<file path="src/rtl/fsm_input_conditioner.sv">
// Input conditioner for the 2-bit Mealy controller.
// The raw {X1,X2} pair is synchronised, then debounced as one vector.
// The result is a stable x_out with a one-cycle x_valid strobe, plus a
// saturating count of rejected glitches.
module fsm_input_conditioner #(
  parameter int unsigned SYNC_STAGES     = 2,
  parameter int unsigned DEBOUNCE_CYCLES = 4,
  parameter int unsigned CNT_W           = 8
) (
  input  logic       clk,
  input  logic       reset,
  input  logic [1:0] x_raw,
  input  logic       enable,
  output logic [1:0] x_out,
  output logic       x_valid,
  output logic [7:0] glitch_cnt
);

  typedef enum logic {
    IDLE    = 1'b0,
    QUALIFY = 1'b1
  } state_t;

  localparam logic [CNT_W-1:0] CNT_LAST = CNT_W'(DEBOUNCE_CYCLES - 1);

  logic [1:0]       sync_q [SYNC_STAGES];
  logic [1:0]       x_sync;

  state_t           state_q, state_d;
  logic [1:0]       cand_q, cand_d;
  logic [CNT_W-1:0] cnt_q, cnt_d;
  logic [1:0]       x_out_q, x_out_d;
  logic             x_valid_q, x_valid_d;
  logic [7:0]       glitch_q, glitch_d;

  // Synchroniser chain on both bits; it runs regardless of enable.
  always_ff @(posedge clk or posedge reset) begin
    if (reset) begin
      for (int unsigned i = 0; i < SYNC_STAGES; i++) sync_q[i] <= '0;
    end else begin
      sync_q[0] <= x_raw;
      for (int unsigned i = 1; i < SYNC_STAGES; i++) sync_q[i] <= sync_q[i-1];
    end
  end

  assign x_sync = sync_q[SYNC_STAGES-1];

  // State and datapath registers.
  always_ff @(posedge clk or posedge reset) begin
    if (reset) begin
      state_q   <= IDLE;
      cand_q    <= '0;
      cnt_q     <= '0;
      x_out_q   <= '0;
      x_valid_q <= 1'b0;
      glitch_q  <= '0;
    end else begin
      state_q   <= state_d;
      cand_q    <= cand_d;
      cnt_q     <= cnt_d;
      x_out_q   <= x_out_d;
      x_valid_q <= x_valid_d;
      glitch_q  <= glitch_d;
    end
  end

  // Next-state logic. x_out is written only from the accepted candidate, so
  // it can only change as a whole qualified vector.
  always_comb begin
    state_d   = state_q;
    cand_d    = cand_q;
    cnt_d     = cnt_q;
    x_out_d   = x_out_q;
    x_valid_d = 1'b0;
    glitch_d  = glitch_q;

    if (!enable) begin
      state_d = IDLE;
      cnt_d   = '0;
    end else begin
      unique case (state_q)
        IDLE: begin
          if (x_sync != x_out_q) begin
            cand_d  = x_sync;
            cnt_d   = CNT_W'(1);
            state_d = QUALIFY;
          end
        end
        QUALIFY: begin
          if (x_sync == cand_q && cnt_q == CNT_LAST) begin
            x_out_d   = cand_q;
            x_valid_d = 1'b1;
            cnt_d     = '0;
            state_d   = IDLE;
          end else if (x_sync == cand_q) begin
            cnt_d = cnt_q + CNT_W'(1);
          end else if (x_sync == x_out_q) begin
            if (glitch_q != 8'hFF) glitch_d = glitch_q + 8'd1;
            cnt_d   = '0;
            state_d = IDLE;
          end else begin
            // A third value restarts qualification without counting a glitch.
            cand_d = x_sync;
            cnt_d  = CNT_W'(1);
          end
        end
        default: state_d = IDLE;
      endcase
    end
  end

  assign x_out      = x_out_q;
  assign x_valid    = x_valid_q;
  assign glitch_cnt = glitch_q;

endmodule
</file>
<file path="config.mk">
export PLATFORM = sky130hd
export DESIGN_NAME = fsm_input_conditioner
export DESIGN_NICKNAME = d
export VERILOG_FILES = /design/src/rtl/fsm_input_conditioner.sv
export SDC_FILE = /design/constraint.sdc
export NUM_CORES = 1
export LEC_CHECK = 0
export BUFFER_PORTS_ARGS = -buffer_cell sky130_fd_sc_hd__buf_2
export CAP_MARGIN = 5
export CORE_MARGIN = 4
export CORE_UTILIZATION = 50
export DETAILED_ROUTE_END_ITERATION = 16
export GPL_ROUTABILITY_DRIVEN = 0
export HOLD_SLACK_MARGIN = 0.08
export PLACE_DENSITY = 0.71
export SYNTH_ARGS = -nofsm -noshare
export SYNTH_HDL_FRONTEND = slang
export SYNTH_SLANG_ARGS = --single-unit
</file>
<file path="constraint.sdc">
create_clock -name clk -period 1.95 [get_ports clk]
set_input_delay 0.39 -clock clk [delete_from_list [all_inputs] [get_ports clk]]
set_output_delay 0.39 -clock clk [all_outputs]
set_load 0.005 [all_outputs]
</file>
==> results.toml <==
[outcome]
outcome = "finished clean"

[synthesis]
yosysTopAreaCellShare_pct = 52.5
muxShareOfSynthArea_pct = 4.55
synth-xor-area-share_pct = 11.3
synth_compound_area_share_pct = 9.60
synth_area_leaders = "dfrtp_1 (53%), xor2_1 (8.5%), mux2_2 (4.5%)"
synthesis.nets = 118
avgSynthCellArea_um2 = 11.3
yosys.area_share.simple_pct = 17.8
synth_top_cell_by_area = "dfrtp_1"
synth_cell_types = 28
ys_seq_area_share_pct = 52.5
synth_fa_ha_area_share_pct = 3.03
ys_ff_latch = 26
synth_cells = 110
synth_top_family_by_area = "simple AND/OR/NAND/NOR gates"
netlist_area_um2 = 1240
ys_warn_count = 0

[power]
swShare_pct = 28.4
switching_power_uw = 314
seqPwrFrac_pct = 58.1
p_leak_nw = 0.674
power_frac_clock_pct = 24.1
powerDensity_nw_per_um2 = 776
internal-power_uw = 791
power_frac_comb_pct = 17.8
ir_drop_mv = 0.661

[place]
dp_cells = 157
place_hpwl_um = 1690
place.port_buffers = 15

[clocking]
tritoncts = "done"
insertion_delay_ns = 0.32
clkSlewWorstSetupHoldPaths_ns = 0.14
post_cts_buffers = 0
cts_buffer_depth = 2
cts_max_level = 1
clkSinkCount = 26
cts-root-buf = "clkbuf_4"
cts_hold_buf = 0
cts_buffers = 3

[finish]
fill_cells = 187
final_cells = 161
syn2layout_area_growth_pct = 14.9
antenna_cells = 0
nNetsFinal = 142
drive_above_1_share_pct = 24.1
multiInputGateArea_um2 = 582
seq_area_um2 = 651

[worst_setup_path]
path_max_fanout = 5
critPathArrivalTime_ns = 1.97
endpoint_kind = "register"
crit_buf_inv = 0
slowest_delay_ns = 0.46
crit_type = "reg -> reg"
crit_chain = "ha_1, nor4b_1, nand2_1, nor4_4, mux2_2"
required_ns = 2.17
crit_path_start_kind = "register"
cp_top_family = "simple AND/OR/NAND/NOR gates"
cpMaxStageDelayCell = "dfrtp_1"

[sta]
period_needed_ns = 1.76
maxSlewViolCount = 0
fin_setup_tns_ns = 0
hold_violations = 0
setup_violations = 0
finalClockSkew_ns = 0.0101
finalCritPeriodShare_pct = 90.2
fmax_ghz = 0.569
tightest_slew_ns = 0.467
max_slew_margin_pct = 68.7
rsz0062_at_grt = "no"

[global_route]
grt_pass1_vias = 937
grt_pass1_wl_um = 3910
grt-ovfl-total = 0
grt_start_max_net_pins = 27
grtUsageTotal_pct = 14.9
grt_antenna_before_repair = 0

[detailed_routing]
finalWirelength_um = 2230
dr_wl_met3_um = 133
top_layer_used = "met4"
drt_iter0_drc = 33
viasPerCell = 5.76
detail_route.wl_per_cell_um = 13.8
drc = 0
ant_nets = 0
wl_met2_um = 1070
routedLengthMet1_um = 985
num_vias = 928
firstDrtPassIters = 4

[floorplan]
fp.dieArea_um2 = 3340
rows = 17
fp.dieW_um = 57.8
core_area_um2 = 2280
io_pins = 16
chipHeight_um = 57.8
start_util_pct = 54.4

[run]
cap_viol_max_count = 0

[hold_path]
hold_class = "in -> async"
[final timing paths]
path | from | endpoint | slack (ns) | depth (start not counted)
min | reset | glitch_cnt[1]$_DFFE_PP0P_ | 0.08 | 3
max in group asynchronous | reset | cnt_q[1]$_DFFE_PP0P_ | 1.61 | 3
max | cnt_q[0]$_DFFE_PP0P_ | x_out[1]$_DFFE_PP0P_ | 0.19 | 5
min in group clk | x_raw[1] | sync_q[3]$_DFF_PP0_ | 0.16 | 1
max reg2reg | cnt_q[0]$_DFFE_PP0P_ | x_out[1]$_DFFE_PP0P_ | 0.19 | 5
min reg2reg | sync_q[3]$_DFF_PP0_ | x_sync[1]$_DFF_PP0_ | 0.37 | 0
[cells in the final DEF, fill, tap and decap left out, types with 2 or more instances in the layout]
cell | synthesis | routed
a21oi_1 | 3 | 3
a22o_1 | 2 | 2
a31oi_1 | 2 | 2
buf_2 | 0 | 15
buf_4 | 0 | 4
clkbuf_4 | 0 | 3
dfrtp_1 | 26 | 26
ha_1 | 3 | 3
inv_1 | 4 | 4
mux2_2 | 5 | 5
nand2_1 | 8 | 8
nand3_1 | 6 | 6
nand4_1 | 3 | 3
nor2_1 | 6 | 6
nor3_1 | 5 | 5
nor4_1 | 3 | 3
o31ai_1 | 4 | 4
or4_1 | 3 | 3
xnor2_1 | 4 | 4
xor2_1 | 12 | 12
[layer usage]
metal,vias to the layer above,track usage (%)
li1,447,-
met1,441,19.5
met2,36,24.7
met3,4,3.34
met4,0,4.30
met5,-,0
[cell usage after synthesis]
cell type  instances
nand2_1            8
o211ai_2           1
a41oi_1            1
nand3_1            6
mux2_2             5
o22ai_1            1
nor2_1             6
nor4b_1            1
a31o_2             1
dfrtp_1           26
inv_1              4
xor2_1            12
and3b_1            1
o31ai_1            4
a22o_1             2
a21oi_1            3
nor2b_1            1
nor3_1             5
nor3_2             1
a31oi_1            2
nor4_2             1
o21bai_1           1
or4_1              3
xnor2_1            4
nor4_1             3
nand4_1            3
nand2b_1           1
ha_1               3
[worst reg2reg max path, stage by stage, from the launching register on]
cell and delay (ns):
dfrtp_1 0.46, ha_1 0.20, nor4b_1 0.23, nand2_1 0.17, nor4_4 0.24, mux2_2 0.37
[layout make-up]
cell class	instances	share of cell area (%)
flip-flops and latches	26	45.7
multi-input cells	80	40.9
well taps	28	2.46
clock buffers	4	2.55
inverters	4	1.05
repair buffers	19	7.38
[through the flow]
step / power (mW) / area, um2 / setup WS (ns) / hold slack, ns / util, %
floorplan: 0.768 / 1240 / 0.364 / 0.331 / -
global placement: 0.839 / 1380 / 0.243 / 0.339 / 60.6
detailed placement: 0.851 / 1380 / 0.132 / 0.342 / 60.6
CTS: 1.12 / 1420 / 0.118 / 0.0890 / 62.2
global route: 1.18 / 1420 / 0.0593 / 0.0982 / 62.6
finish: 1.11 / 1420 / 0.192 / 0.0795 / 62.6
[sequential cells by signal, indices dropped and copies added (netlist names)]
name / cells
x_out: 2
state_q: 1
sync_q: 2
glitch_cnt: 8
cnt_q: 8
x_sync: 2
x_valid: 1
cand_q: 2
[power by group through the flow]
stage               clock [mW]  combinational [mW]  sequential, mW
global route             0.300               0.228           0.653
global placement             0               0.189           0.650
CTS                      0.280               0.198           0.643
detailed placement           0               0.198           0.654
floorplan                    0               0.119           0.649
finish                   0.267               0.197           0.642
[what timing repair did]
item                       in CTS  in global routing
hold endpoints to repair        0                  0
setup endpoints to repair       0                  2
resized for setup               0                  1
[logic make-up after synthesis]
kind of cell	count (synthesis)
AO/OA/AOI/OAI	16
buffers and inverters	4
multiplexers	5
AND/OR/NAND/NOR	40
flip-flops	26
adder cells (fa/ha/maj)	3
XOR/XNOR	16
Note: power is estimated with default switching activity, not from simulation.
